`config.mk`:
```
export PLATFORM = sky130hd
export DESIGN_NAME = id_ex_stage
export DESIGN_NICKNAME = d
export VERILOG_FILES = /design/src/rtl/id_ex_stage.sv
export SDC_FILE = /design/constraint.sdc
export NUM_CORES = 1
export LEC_CHECK = 0
export ABC_AREA = 1
export BUFFER_PORTS_ARGS = -buffer_cell sky130_fd_sc_hd__buf_2
export CORE_AREA = 4 4 109 111
export CTS_CLUSTER_SIZE = 25
export DETAILED_ROUTE_END_ITERATION = 6
export DIE_AREA = 0 0 113 115
export PLACE_DENSITY = 0.84
export SKIP_CTS_REPAIR_TIMING = 1
export SYNTH_ARGS = -nofsm -noshare
export SYNTH_HDL_FRONTEND = slang
export SYNTH_SLANG_ARGS = --single-unit
```
`constraint.sdc`:
```
create_clock -name CLK -period 1.6 [get_ports CLK]
set_clock_uncertainty 0.05 [all_clocks]
set_input_delay 0.24 -clock CLK [delete_from_list [all_inputs] [get_ports CLK]]
set_output_delay 0.24 -clock CLK [all_outputs]
set_load 0.005 [all_outputs]
```
`src/rtl/id_ex_stage.sv`:
```
// id_ex_stage: ID/EX pipeline register with EX/MEM operand forwarding,
// load-use hazard detection (one bubble per hazard) and a bubble counter.
//
// Ports:
//   CLK, RST          clock; synchronous active-high reset
//   id_*              decoded instruction and register file read data from ID
//   ex_result         ALU result of the instruction currently in EX
//   mem_*             MEM stage destination and writeback value
//   flush, ex_hold    squash the incoming instruction / freeze the stage
//   hazard_stall      comb load-use detect; freezes PC and IF/ID upstream
//   ex_*              latched EX operands and control
//   stall_count       saturating count of bubbles inserted
module id_ex_stage #(
    parameter int DATA_W = 16,
    parameter int TAG_W  = 4,
    parameter int OP_W   = 4,
    parameter int CNT_W  = 16
) (
    input  logic              CLK,
    input  logic              RST,
    input  logic              id_valid,
    input  logic [OP_W-1:0]   id_aluOp,
    input  logic [TAG_W-1:0]  id_rs_tag,
    input  logic [TAG_W-1:0]  id_rt_tag,
    input  logic              id_useRs,
    input  logic              id_useRt,
    input  logic              id_useImm,
    input  logic [DATA_W-1:0] id_data1,
    input  logic [DATA_W-1:0] id_data2,
    input  logic [DATA_W-1:0] id_imm,
    input  logic [TAG_W-1:0]  id_rd_tag,
    input  logic              id_regWrite,
    input  logic              id_memRead,
    input  logic              id_memWrite,
    input  logic [DATA_W-1:0] ex_result,
    input  logic              mem_valid,
    input  logic              mem_regWrite,
    input  logic [TAG_W-1:0]  mem_rd_tag,
    input  logic [DATA_W-1:0] mem_result,
    input  logic              flush,
    input  logic              ex_hold,
    output logic              hazard_stall,
    output logic              ex_valid,
    output logic [OP_W-1:0]   ex_aluOp,
    output logic [DATA_W-1:0] ex_opA,
    output logic [DATA_W-1:0] ex_opB,
    output logic [DATA_W-1:0] ex_storeData,
    output logic [TAG_W-1:0]  ex_rd_tag,
    output logic              ex_regWrite,
    output logic              ex_memRead,
    output logic              ex_memWrite,
    output logic [CNT_W-1:0]  stall_count
);

    typedef struct packed {
        logic              valid;
        logic [OP_W-1:0]   aluOp;
        logic [DATA_W-1:0] opA;
        logic [DATA_W-1:0] opB;
        logic [DATA_W-1:0] storeData;
        logic [TAG_W-1:0]  rdTag;
        logic              regWrite;
        logic              memRead;
        logic              memWrite;
    } exBundle_t;

    exBundle_t        exQ;
    exBundle_t        exD;
    logic [CNT_W-1:0] stallCnt;

    logic              exFwdOk;
    logic              memFwdOk;
    logic              exLoad;
    logic              rsExHit;
    logic              rtExHit;
    logic              rsMemHit;
    logic              rtMemHit;
    logic [DATA_W-1:0] fwdRs;
    logic [DATA_W-1:0] fwdRt;

    // A load in EX has no value yet; it is handled by the stall instead.
    assign exFwdOk  = exQ.valid & exQ.regWrite & ~exQ.memRead;
    assign memFwdOk = mem_valid & mem_regWrite;
    assign exLoad   = exQ.valid & exQ.memRead & exQ.regWrite;

    assign rsExHit  = exFwdOk & (id_rs_tag == exQ.rdTag);
    assign rtExHit  = exFwdOk & (id_rt_tag == exQ.rdTag);
    assign rsMemHit = memFwdOk & (id_rs_tag == mem_rd_tag);
    assign rtMemHit = memFwdOk & (id_rt_tag == mem_rd_tag);

    // WB needs no path: the register file writes on negedge.
    assign fwdRs = rsExHit  ? ex_result  :
                   rsMemHit ? mem_result : id_data1;
    assign fwdRt = rtExHit  ? ex_result  :
                   rtMemHit ? mem_result : id_data2;

    assign hazard_stall = id_valid & exLoad &
        ((id_useRs & (id_rs_tag == exQ.rdTag)) |
         (id_useRt & (id_rt_tag == exQ.rdTag)));

    always_comb begin
        exD           = '0;
        exD.valid     = id_valid;
        exD.aluOp     = id_aluOp;
        exD.opA       = fwdRs;
        exD.opB       = id_useImm ? id_imm : fwdRt;
        exD.storeData = fwdRt;
        exD.rdTag     = id_rd_tag;
        exD.regWrite  = id_valid & id_regWrite;
        exD.memRead   = id_valid & id_memRead;
        exD.memWrite  = id_valid & id_memWrite;
    end

    always_ff @(posedge CLK) begin
        if (RST) begin
            exQ      <= '0;
            stallCnt <= '0;
        end else if (flush) begin
            exQ.valid    <= 1'b0;
            exQ.regWrite <= 1'b0;
            exQ.memRead  <= 1'b0;
            exQ.memWrite <= 1'b0;
        end else if (!ex_hold) begin
            if (hazard_stall) begin
                exQ.valid    <= 1'b0;
                exQ.regWrite <= 1'b0;
                exQ.memRead  <= 1'b0;
                exQ.memWrite <= 1'b0;
                if (stallCnt != '1) begin
                    stallCnt <= stallCnt + CNT_W'(1);
                end
            end else begin
                exQ <= exD;
            end
        end
    end

    assign ex_valid     = exQ.valid;
    assign ex_aluOp     = exQ.aluOp;
    assign ex_opA       = exQ.opA;
    assign ex_opB       = exQ.opB;
    assign ex_storeData = exQ.storeData;
    assign ex_rd_tag    = exQ.rdTag;
    assign ex_regWrite  = exQ.regWrite;
    assign ex_memRead   = exQ.memRead;
    assign ex_memWrite  = exQ.memWrite;
    assign stall_count  = stallCnt;

endmodule

```
==> run metrics, run 1 <==
DRT antenna net count=0; top cell type by total area after synthesis=dfxtp_1; crit end category=primary output; post-synthesis sequential area ratio=a little under a third; switching share of total power=29.66%; Diodes inserted=0; register share of total power=between 40% and 50%; CP required=1.31 ns; yosys warns=0; TritonRoute pass-1 iters=5; fmax=0.5469 GHz; initial antenna violation count=0; pwr dens=slightly below 700 nW/µm²; Avg Vias per Cell=4.989; Syn Inst Count=839; Sequential cell area=1535 µm²; worst slew pin tran=0.2922 ns; die area=13000 µm²; final setup fails=73; top_reg_cell synth=dfxtp_1; Pint=3.320 mW; WL final=about 17000 µm; P_leak=between 3 and 4 nW; core footprint=about 11000 µm²; die width=about 110 µm; Initial Util=44.90%; Final Power=4.720 mW; syn_area_per_cell=5.776 µm²; FF-to-FF Start=ex_rd_tag[2]; Worst-Skew Late Latency=0.35 ns; CP Class=flop to primary output; Multi-input gate area=2716 µm²; crit share post-route=114.3%; unrepaired setup endpoints after global routing=true; most instantiated library cell after synthesis=nand2_1; first-pass GRT wire length=24350 µm; number of enable flip-flop cells after synthesis=0; Die H=115 µm; Final #Nets=1176; Tot GR Track Use=22.75%; Logic pwr share=between 20% and 30%; dpl hpwl=11610 µm; H-tree lvl count=3; Synth async-reset ratio=0%; maxcap violations=0; Mapped Area=4846 µm²; Syn Nets=953; placed cells=1172; port buffer count=189; starting DRC count in detailed routing=546; Clk pwr share=around 35%; CTS tree=built; Max Root-Sink Buffers=2; total CTS buffers=9; worst vdd ir=0.0005063 V; largest net degree at the start of global routing=51; DR WL/cell=13.71 µm; gpl congestion=about 0.88; Root Buffer=clkbuf_8; Hold/Removal Path Class=input port to flop; Tmin final=roughly 1.8 ns; Cell Rows=38; Filler Cells Inserted=around 1000; Area growth, synth to finish=41.18%; ranking of synthesized cells by area=dfxtp_1 (31%), nand2_1 (23%), inv_1 (9.6%); Sw Pwr=1.400 mW; Slew Limit Fails=0; Yosys cell types=25; Congestion Overflow GR=0; hold wc startpoint=id_rd_tag[2]; CP arrival=1.54 ns; layout cell share with drive strength beyond 1=27.74%; synth cell count leaders=nand2_1 (292), inv_1 (124), nor2_1 (101); vias after detailed routing=6022; crit path launch=ex_rd_tag[2]; clock-pin slew on the worst setup and hold paths=0.08 ns; Final Hold Vio Count=0; vias in the first global route=5234; Slew headroom=80.52%; status=finished with violations; startpoint types=flop; I/O Pins=190; CTS Sinks=76; post-synth top area share=about a third; Crit Path Max Fanout=5; final worst slack=-0.2284 ns; synthesis-stage register bit count=76; Non-Filler Instances=1207; Residual DRC=0; violations in the final reports=setup timing; final core area utilization=63.39%
## power groups by stage
stage / logic [mW] / registers, mW / clock network, mW
final: 1.01 / 2.03 / 1.67
after global routing: 1.13 / 2.05 / 1.78
after CTS: 0.917 / 2.04 / 1.69
after detailed placement: 0.913 / 2.08 / 0
after global placement: 0.895 / 2.08 / 0
after floorplan: 0.475 / 2.09 / 0
## flip-flops by register name (all words and copies together), names as in the netlist
register and count:
ex_valid 1, ex_opA 16, ex_regWrite 1, ex_memRead 1
ex_rd_tag 4, ex_opB 16, stall_count 16, ex_storeData 16
ex_aluOp 4, ex_memWrite 1
## cell families after synthesis
kind of cell / count (synthesis) / share of synthesized area, %
XOR/XNOR: 15 / 2.711
AND/OR/NAND/NOR: 534 / 46.89
flip-flops: 76 / 31.40
adder cells (fa/ha/maj): 1 / 0.2582
buffers and inverters: 167 / 13.99
AO/OA/AOI/OAI: 46 / 4.751
## layer usage
metal	GRT usage, %	vias up	part of all wire [%]
li1	-	3027	-
met1	28.43	2651	41
met2	38.90	305	47
met3	5.105	39	9.8
met4	7.612	0	2.5
met5	0	-	0
## worst paths after layout
path,slack (ns),depth (start not counted),to
worst min-delay path,0.09,3,ex_rd_tag[2]
worst min register to register,0.41,2,ex_memWrite
worst max-delay path,-0.23,10,hazard_stall
worst max register to register,-0.16,13,ex_storeData[5]
## critical path, stage by stage (launching register included)
cell	delay (ns)
dfxtp_4	0.38
inv_2	0.04
nand2_1	0.05
nand2_1	0.06
nor2_2	0.14
nand3_2	0.08
nand2_2	0.11
nand2_4	0.06
buf_8	0.13
inv_2	0.03
buf_2	0.09
## stage by stage
step | hold WS (ns) | instance area (µm²) | setup TNS, ns | worst slack (ns)
floorplan | 0.2517 | 4861 | -0.5732 | -0.05467
global placement | 0.3916 | 6251 | 0 | 0.02309
detailed placement | 0.3952 | 6251 | -0.03446 | -0.02444
CTS | 0.07747 | 6472 | -0.6655 | -0.3855
global route | 0.07395 | 6842 | -14.75 | -0.3142
finish | 0.08847 | 6842 | -6.975 | -0.2284
## layout by cell type, fill, tap and decap left out, drive strengths merged, types with 3 or more instances in the layout
cell,count
dfxtp,76
xor2,9
nand3,89
nand2,297
nand4,36
clkbuf,17
xnor2,6
buf,241
o21ai,4
a21oi,42
inv,129
nor3,3
nor2,110
## final cells by class
cell class | count | area share, %
Clock buffer | 9 | 1.811
Clock inverter | 7 | 1.426
Inverter | 128 | 7.023
Multi-Input combinational cell | 598 | 39.70
Sequential cell | 76 | 22.44
Tap cell | 140 | 2.560
Timing Repair Buffer | 249 | 25.04
No activity file was read; power rests on OpenSTA's default activity.
==> run 2, diff against run 1 <==
==> config.mk (replaced) <==
export PLATFORM = sky130hd
export DESIGN_NAME = id_ex_stage
export DESIGN_NICKNAME = d
export VERILOG_FILES = /design/src/rtl/id_ex_stage.sv
export SDC_FILE = /design/constraint.sdc
export NUM_CORES = 1
export LEC_CHECK = 0
export ABC_AREA = 0
export BUFFER_PORTS_ARGS = -buffer_cell sky130_fd_sc_hd__buf_2
export CORE_AREA = 4 4 105 107
export DETAILED_ROUTE_END_ITERATION = 6
export DIE_AREA = 0 0 109 111
export PLACE_DENSITY = 0.83
export SKIP_CTS_REPAIR_TIMING = 1
export SYNTH_ARGS = -nofsm -noshare
export SYNTH_HDL_FRONTEND = slang
export SYNTH_SLANG_ARGS = --single-unit
==> run metrics, run 2 <==
status=finished with violations (unchanged); violations in the final reports=DRC, setup timing (was setup timing); Sequential cell area=1543 µm² (was 1535 µm²); startpoint types=flop (unchanged); Worst-Skew Late Latency=0.36 ns (was 0.35 ns); crit share post-route=122.2% (was 114.3%); total CTS buffers=9 (unchanged); port buffer count=189 (unchanged); final worst slack=-0.3545 ns (was -0.2284 ns); synth cell count leaders=a21oi_1 (85), dfxtp_1 (76), nand3_1 (34) (was nand2_1 (292), inv_1 (124), nor2_1 (101)); Pint=3.175 mW (was 3.320 mW); P_leak=2.966 nW (was 3.819 nW); Multi-input gate area=2972 µm² (was 2716 µm²); dpl hpwl=12330 µm (was 11610 µm); die area=12100 µm² (was 13000 µm²); Hold/Removal Path Class=input port to flop (unchanged); initial antenna violation count=1 (was 0); final setup fails=77 (was 73); H-tree lvl count=3 (unchanged); post-synth top area share=35.51% (was 31.40%); layout cell share with drive strength beyond 1=53.56% (was 27.74%); Avg Vias per Cell=6.186 (was 4.989); Slew headroom=68.28% (was 80.52%); syn_area_per_cell=8.145 µm² (was 5.776 µm²); pwr dens=660.4 nW/µm² (was 689.9 nW/µm²); fmax=0.5117 GHz (was 0.5469 GHz); CTS tree=built (unchanged); Slew Limit Fails=0 (unchanged); starting DRC count in detailed routing=647 (was 546); Cell Rows=37 (was 38); Die H=111 µm (was 115 µm); Logic pwr share=22.2% (was 21.5%); most instantiated library cell after synthesis=a21oi_1 (was nand2_1); Tot GR Track Use=26.39% (was 22.75%); yosys warns=0 (unchanged); Syn Inst Count=526 (was 839); top_reg_cell synth=dfxtp_1 (unchanged); most frequent cells in the layout=buf_2 (188), dfxtp_1 (67), buf_4 (66), a21oi_1 (54), a21oi_2 (30) (was nand2_1 (292), buf_2 (189), inv_1 (123), nor2_1 (99), nand3_1 (86)); CP Class=flop to flop (was flop to primary output); switching share of total power=30.58% (was 29.66%); CP required=1.81 ns (was 1.31 ns); Clk pwr share=33.6% (was 35.4%); unrepaired setup endpoints after global routing=true (unchanged); Initial Util=42.26% (was 44.90%); I/O Pins=190 (unchanged); Final #Nets=882 (was 1176); clock-pin slew on the worst setup and hold paths=0.09 ns (was 0.08 ns); post-synthesis sequential area ratio=35.51% (was 31.40%); first-pass GRT wire length=25700 µm (was 24350 µm); most common cell after layout, fill and taps aside=buf_2 (was nand2_1); largest net degree at the start of global routing=44 (was 51); Sw Pwr=1.399 mW (was 1.400 mW); vias after detailed routing=5623 (was 6022); number of enable flip-flop cells after synthesis=0 (unchanged); Yosys cell types=45 (was 25); synthesis-stage register bit count=76 (unchanged); final hold slack=0.08342 ns (was 0.08847 ns); Max Root-Sink Buffers=2 (unchanged); Final Hold Vio Count=0 (unchanged); crit end category=flop (was primary output); pre-CTS WS=-0.3901 ns (was -0.02444 ns); Root Buffer=clkbuf_8 (unchanged); Congestion Overflow GR=0 (unchanged); Filler Cells Inserted=771 (was 999); Syn Nets=640 (was 953); maxcap violations=0 (unchanged); Synth async-reset ratio=0% (unchanged); DR WL/cell=20.63 µm (was 13.71 µm); die width=109 µm (was 113 µm); Mapped Area=4284 µm² (was 4846 µm²); register share of total power=44.2% (was 43.1%); DRT antenna net count=0 (unchanged); gpl congestion=0.8834 (was 0.8787); Tmin final=1.954 ns (was 1.828 ns); ranking of synthesized cells by area=dfxtp_1 (36%), a21oi_1 (9.9%), a211oi_1 (5.6%) (was dfxtp_1 (31%), nand2_1 (23%), inv_1 (9.6%)); Crit Path Max Fanout=12 (was 5); Diodes inserted=0 (unchanged); core footprint=10140 µm² (was 10790 µm²); Area growth, synth to finish=61.65% (was 41.18%); worst vdd ir=0.0004905 V (was 0.0005063 V); WL final=18750 µm (was 16550 µm); CP arrival=2.16 ns (was 1.54 ns); Residual DRC=2 (was 0); worst slew pin tran=0.4758 ns (was 0.2922 ns); top cell type by total area after synthesis=dfxtp_1 (unchanged); CTS Sinks=76 (unchanged); vias in the first global route=5197 (was 5234); TritonRoute pass-1 iters=7 (was 5)
-- run 2: cell types whose count changed after synthesis, moves of 14 or more --
| cell | change |
|---|---|
| nand2_1 | -271 |
| inv_1 | -101 |
| nor2_1 | -74 |
| nand3_1 | -54 |
| a21oi_1 | +43 |
| a211oi_1 | +32 |
| nand4_1 | -30 |
| a21boi_0 | +18 |
| o41ai_1 | +18 |
| a32o_1 | +15 |
| a221o_1 | +14 |
| a32oi_1 | +14 |
-- run 2: area by class of cell --
cell class,count,share of cell area [%]
clock buffer,9,1.789
tap,136,2.457
clock inverter,7,1.084
inverter,23,1.247
multi-input combinational,376,42.91
timing repair buffer,282,28.24
sequential,76,22.28
-- run 2: power groups by stage --
stage	Sequential (mW)	Combinational (mW)	Clock (mW)
after CTS	2.01	0.849	1.54
after floorplan	2.06	0.385	0
final	2.02	1.02	1.54
after detailed placement	2.06	0.846	0
after global routing	2.03	1.08	1.63
after global placement	2.06	0.824	0
-- run 2: worst max-delay path: stages, from the launching register on --
cell	delay, ns
dfxtp_4	0.41
xnor2_2	0.13
nand4_1	0.20
buf_4	0.22
o221ai_4	0.19
buf_12	0.18
buf_12	0.14
buf_12	0.14
nand3_1	0.10
o41ai_2	0.08
-- run 2: final timing paths --
kind / start / end / slack (ns) / cells after the start
worst max-delay path: ex_rd_tag[2] / ex_opA[0] / -0.35 / 9
worst min-delay path: id_aluOp[1] / ex_aluOp[1] / 0.08 / 3
worst max register to register: ex_rd_tag[2] / ex_opA[0] / -0.35 / 9
worst min register to register: ex_aluOp[1] / ex_aluOp[1] / 0.41 / 2
-- run 2: per-layer routing --
layer  up-vias  routed length (µm)  global-route usage (%)  share of wire [%]
li1       2522                   -                       -                  -
met1      2665                7168                   31.89                 38
met2       372                9121                   44.27                 49
met3        62                1876                   6.931                 10
met4         2                 574                   9.933                3.1
met5         -                  12                       0              0.064
-- run 2: cell families after synthesis --
group                      synth area share [%]
and+or+nand+nor                           15.28
muxes                                    0.2628
AOI/OAI and AO/OA                         38.38
DFF                                       35.51
xor gates and xnor gates                  2.862
buffers and inverters                     7.418
adders and majority gates                0.2920
-- run 2: per-stage QoR --
| stage | util [%] | power, mW | area [µm²] | TNS (ns) | instances |
|---|---|---|---|---|---|
| floorplan | - | 2.447 | 4417 | -3.151 | 526 |
| global placement | 59.31 | 2.880 | 6013 | -14.12 | 874 |
| detailed placement | 59.31 | 2.903 | 6013 | -20.89 | 874 |
| CTS | 61.27 | 4.401 | 6212 | -21.81 | 890 |
| global route | 68.31 | 4.740 | 6925 | -27.82 | 909 |
| finish | 68.31 | 4.574 | 6925 | -21.28 | 909 |
==> run 3, diff against run 2 <==
--- a/config.mk
+++ b/config.mk
@@ -7,9 +7,9 @@
 export LEC_CHECK = 0
 export ABC_AREA = 0
 export BUFFER_PORTS_ARGS = -buffer_cell sky130_fd_sc_hd__buf_2
-export CORE_AREA = 4 4 105 107
+export CORE_AREA = 4 4 103 105
 export DETAILED_ROUTE_END_ITERATION = 6
-export DIE_AREA = 0 0 109 111
+export DIE_AREA = 0 0 107 109
 export PLACE_DENSITY = 0.83
 export SKIP_CTS_REPAIR_TIMING = 1
 export SYNTH_ARGS = -nofsm -noshare
==> constraint.sdc (replaced) <==
create_clock -name CLK -period 1.95 [get_ports CLK]
set_clock_uncertainty 0.05 [all_clocks]
set_input_delay 0.2925 -clock CLK [delete_from_list [all_inputs] [get_ports CLK]]
set_output_delay 0.2925 -clock CLK [all_outputs]
set_load 0.005 [all_outputs]
==> run metrics, run 3 (synthesized netlist as in run 2, its figures left out) <==
Final #Nets=868 (was 882); most common cell after layout, fill and taps aside=buf_2 (unchanged); CP max-delay cell=dfxtp_4 (unchanged); Slew headroom=44.94% (was 68.28%); Tmin final=a little over 2 ns; Max Root-Sink Buffers=2 (unchanged); startpoint types=flop (unchanged); worst reg2reg path depth=9 (unchanged); H-tree lvl count=3 (unchanged); Slew Limit Fails=0 (unchanged); met3 Usage GRT=6.809% (was 6.931%); I/O Pins=190 (unchanged); Reg2Reg Setup Slack=-0.11 ns (was -0.35 ns); GRT met2 Usage=47.75% (was 44.27%); Crit Path Max Fanout=6 (was 12); Die H=109 µm (was 111 µm); CTS tree=built (unchanged); met1 usage=31.81% (was 31.89%); CP Class=flop to primary output (was flop to flop); crit-path cells=xnor2_2, nand4_1, o22a_4, buf_6, inv_2, buf_6 (was xnor2_2, nand4_1, buf_4, o221ai_4, buf_12, buf_12, buf_12, nand3_1, o41ai_2); CTS Sinks=76 (unchanged); pwr dens=560.1 nW/µm² (was 660.4 nW/µm²); Cell Rows=36 (was 37); crit share post-route=106.3%; die area=11660 µm² (was 12100 µm²); Hold/Removal Path Class=input port to flop (unchanged); final setup fails=44 (was 77); DRT antenna net count=0 (unchanged); port buffer count=189 (unchanged); DR WL/cell=21.09 µm (was 20.63 µm); dpl hpwl=12170 µm (was 12330 µm); Residual DRC=0 (was 2); TritonRoute pass-1 iters=5 (was 7); gr busiest metal=met2 (unchanged); WL final=18810 µm (was 18750 µm); final core area utilization=72.22% (was 68.31%); gpl congestion=0.8760 (was 0.8834); vias in the first global route=5144 (was 5197); worst vdd ir=0.0004006 V (was 0.0004905 V); final hold slack=0.1134 ns (was 0.08342 ns); starting DRC count in detailed routing=496 (was 647); clock-pin slew on the worst setup and hold paths=0.09 ns (about the same); unrepaired setup endpoints after global routing=true (unchanged); violations in the final reports=setup timing (was DRC, setup timing); layout cell share with drive strength beyond 1=53.49% (was 53.56%); fmax=0.4825 GHz; hold path depth=3 (unchanged); Initial Util=44.44% (was 42.26%); Diodes inserted=0 (unchanged); CP arrival=1.73 ns (was 2.16 ns); CP required=1.61 ns (was 1.81 ns); most frequent CP cell=buf_6 (was buf_12); Congestion Overflow GR=0 (unchanged); maxcap violations=0 (unchanged); die width=107 µm (was 109 µm); Worst-Skew Late Latency=0.37 ns (was 0.36 ns); Area growth, synth to finish=62.50% (was 61.65%); core footprint=9639 µm² (was 10140 µm²); total CTS buffers=9 (unchanged); crit end category=primary output (was flop); Final Hold Vio Count=0 (unchanged); P_leak=2.897 nW (was 2.966 nW); Root Buffer=clkbuf_8 (unchanged); worst slew pin tran=0.8259 ns (was 0.4758 ns); initial antenna violation count=1 (unchanged); CP peak stage delay=0.39 ns (was 0.41 ns); largest net degree at the start of global routing=37 (was 44); most frequent cells in the layout=buf_2 (188), dfxtp_1 (72), buf_4 (50), a21oi_2 (42), a21oi_1 (40) (was buf_2 (188), dfxtp_1 (67), buf_4 (66), a21oi_1 (54), a21oi_2 (30)); Avg Vias per Cell=6.318 (was 6.186); status=finished with violations (unchanged); Tot GR Track Use=27.30% (was 26.39%); final worst slack=-0.1228 ns (was -0.3545 ns); first-pass GRT wire length=25300 µm (was 25700 µm); vias after detailed routing=5636 (was 5623)
## run 3: changes by cell type in the layout (fill, tap and decap cells not counted), moves of 4 or more
cell       before  now
a21oi_1        54   40
a21oi_2        30   42
buf_12         17   11
buf_4          66   50
clkbuf_16       4    8
dfxtp_1        67   72
dfxtp_2         5    0
nand3_2        10    6
nand3_4         0    4
o31ai_1        13    9
o41ai_1         3    7
o41ai_2        15   11
## run 3: worst paths after layout
check | from | endpoint
max | ex_rd_tag[2] | hazard_stall
min | id_aluOp[1] | ex_aluOp[1]
max reg2reg | ex_rd_tag[2] | ex_storeData[2]
min reg2reg | ex_memWrite | ex_memWrite
## run 3: layer usage
metal	vias up	routed length, µm	share of wire, %
li1	2512	-	-
met1	2668	7019	37
met2	375	9267	49
met3	79	1695	9.0
met4	2	818	4.3
met5	-	8	0.043
## run 3: layout make-up
class,instances,area (µm²)
Clock buffer,9,123.9
Clock inverter,7,98.84
Sequential cell,76,1536
Inverter,23,86.33
Tap cell,133,166.4
Timing Repair Buffer,267,1869
Fill cell,714,2678
Multi-Input combinational cell,377,3080
## run 3: power breakdown
part	internal (mW)	leakage, nW	switching, mW
Clock	0.729	0.110	0.660
Combinational	0.399	2.16	0.449
Sequential	1.61	0.623	0.0473
Total	2.74	2.90	1.16
## run 3: critical path: cells and delay by family, from the launching register on
| family | cells | cell delay, ns |
|---|---|---|
| DFF | 1 | 0.39 |
| AOI/OAI and AO/OA | 1 | 0.35 |
| and+or+nand+nor | 1 | 0.25 |
| buffers and inverters | 3 | 0.25 |
| xor gates and xnor gates | 1 | 0.12 |
## run 3: stage by stage
step | power (mW) | setup TNS (ns) | setup WS (ns) | instance area [µm²] | cells
5_1_grt | 4.033 | -7.187 | -0.1956 | 6962 | 892
6_report | 3.899 | -2.243 | -0.1228 | 6962 | 892
3_5_place_dp | 2.346 | -1.283 | -0.09391 | 5679 | 845
2_1_floorplan | 1.995 | 0 | 0.03199 | 4284 | 526
4_1_cts | 3.715 | -1.339 | -0.3460 | 5902 | 861
3_3_place_gp | 2.324 | -0.08179 | -0.01371 | 5679 | 845
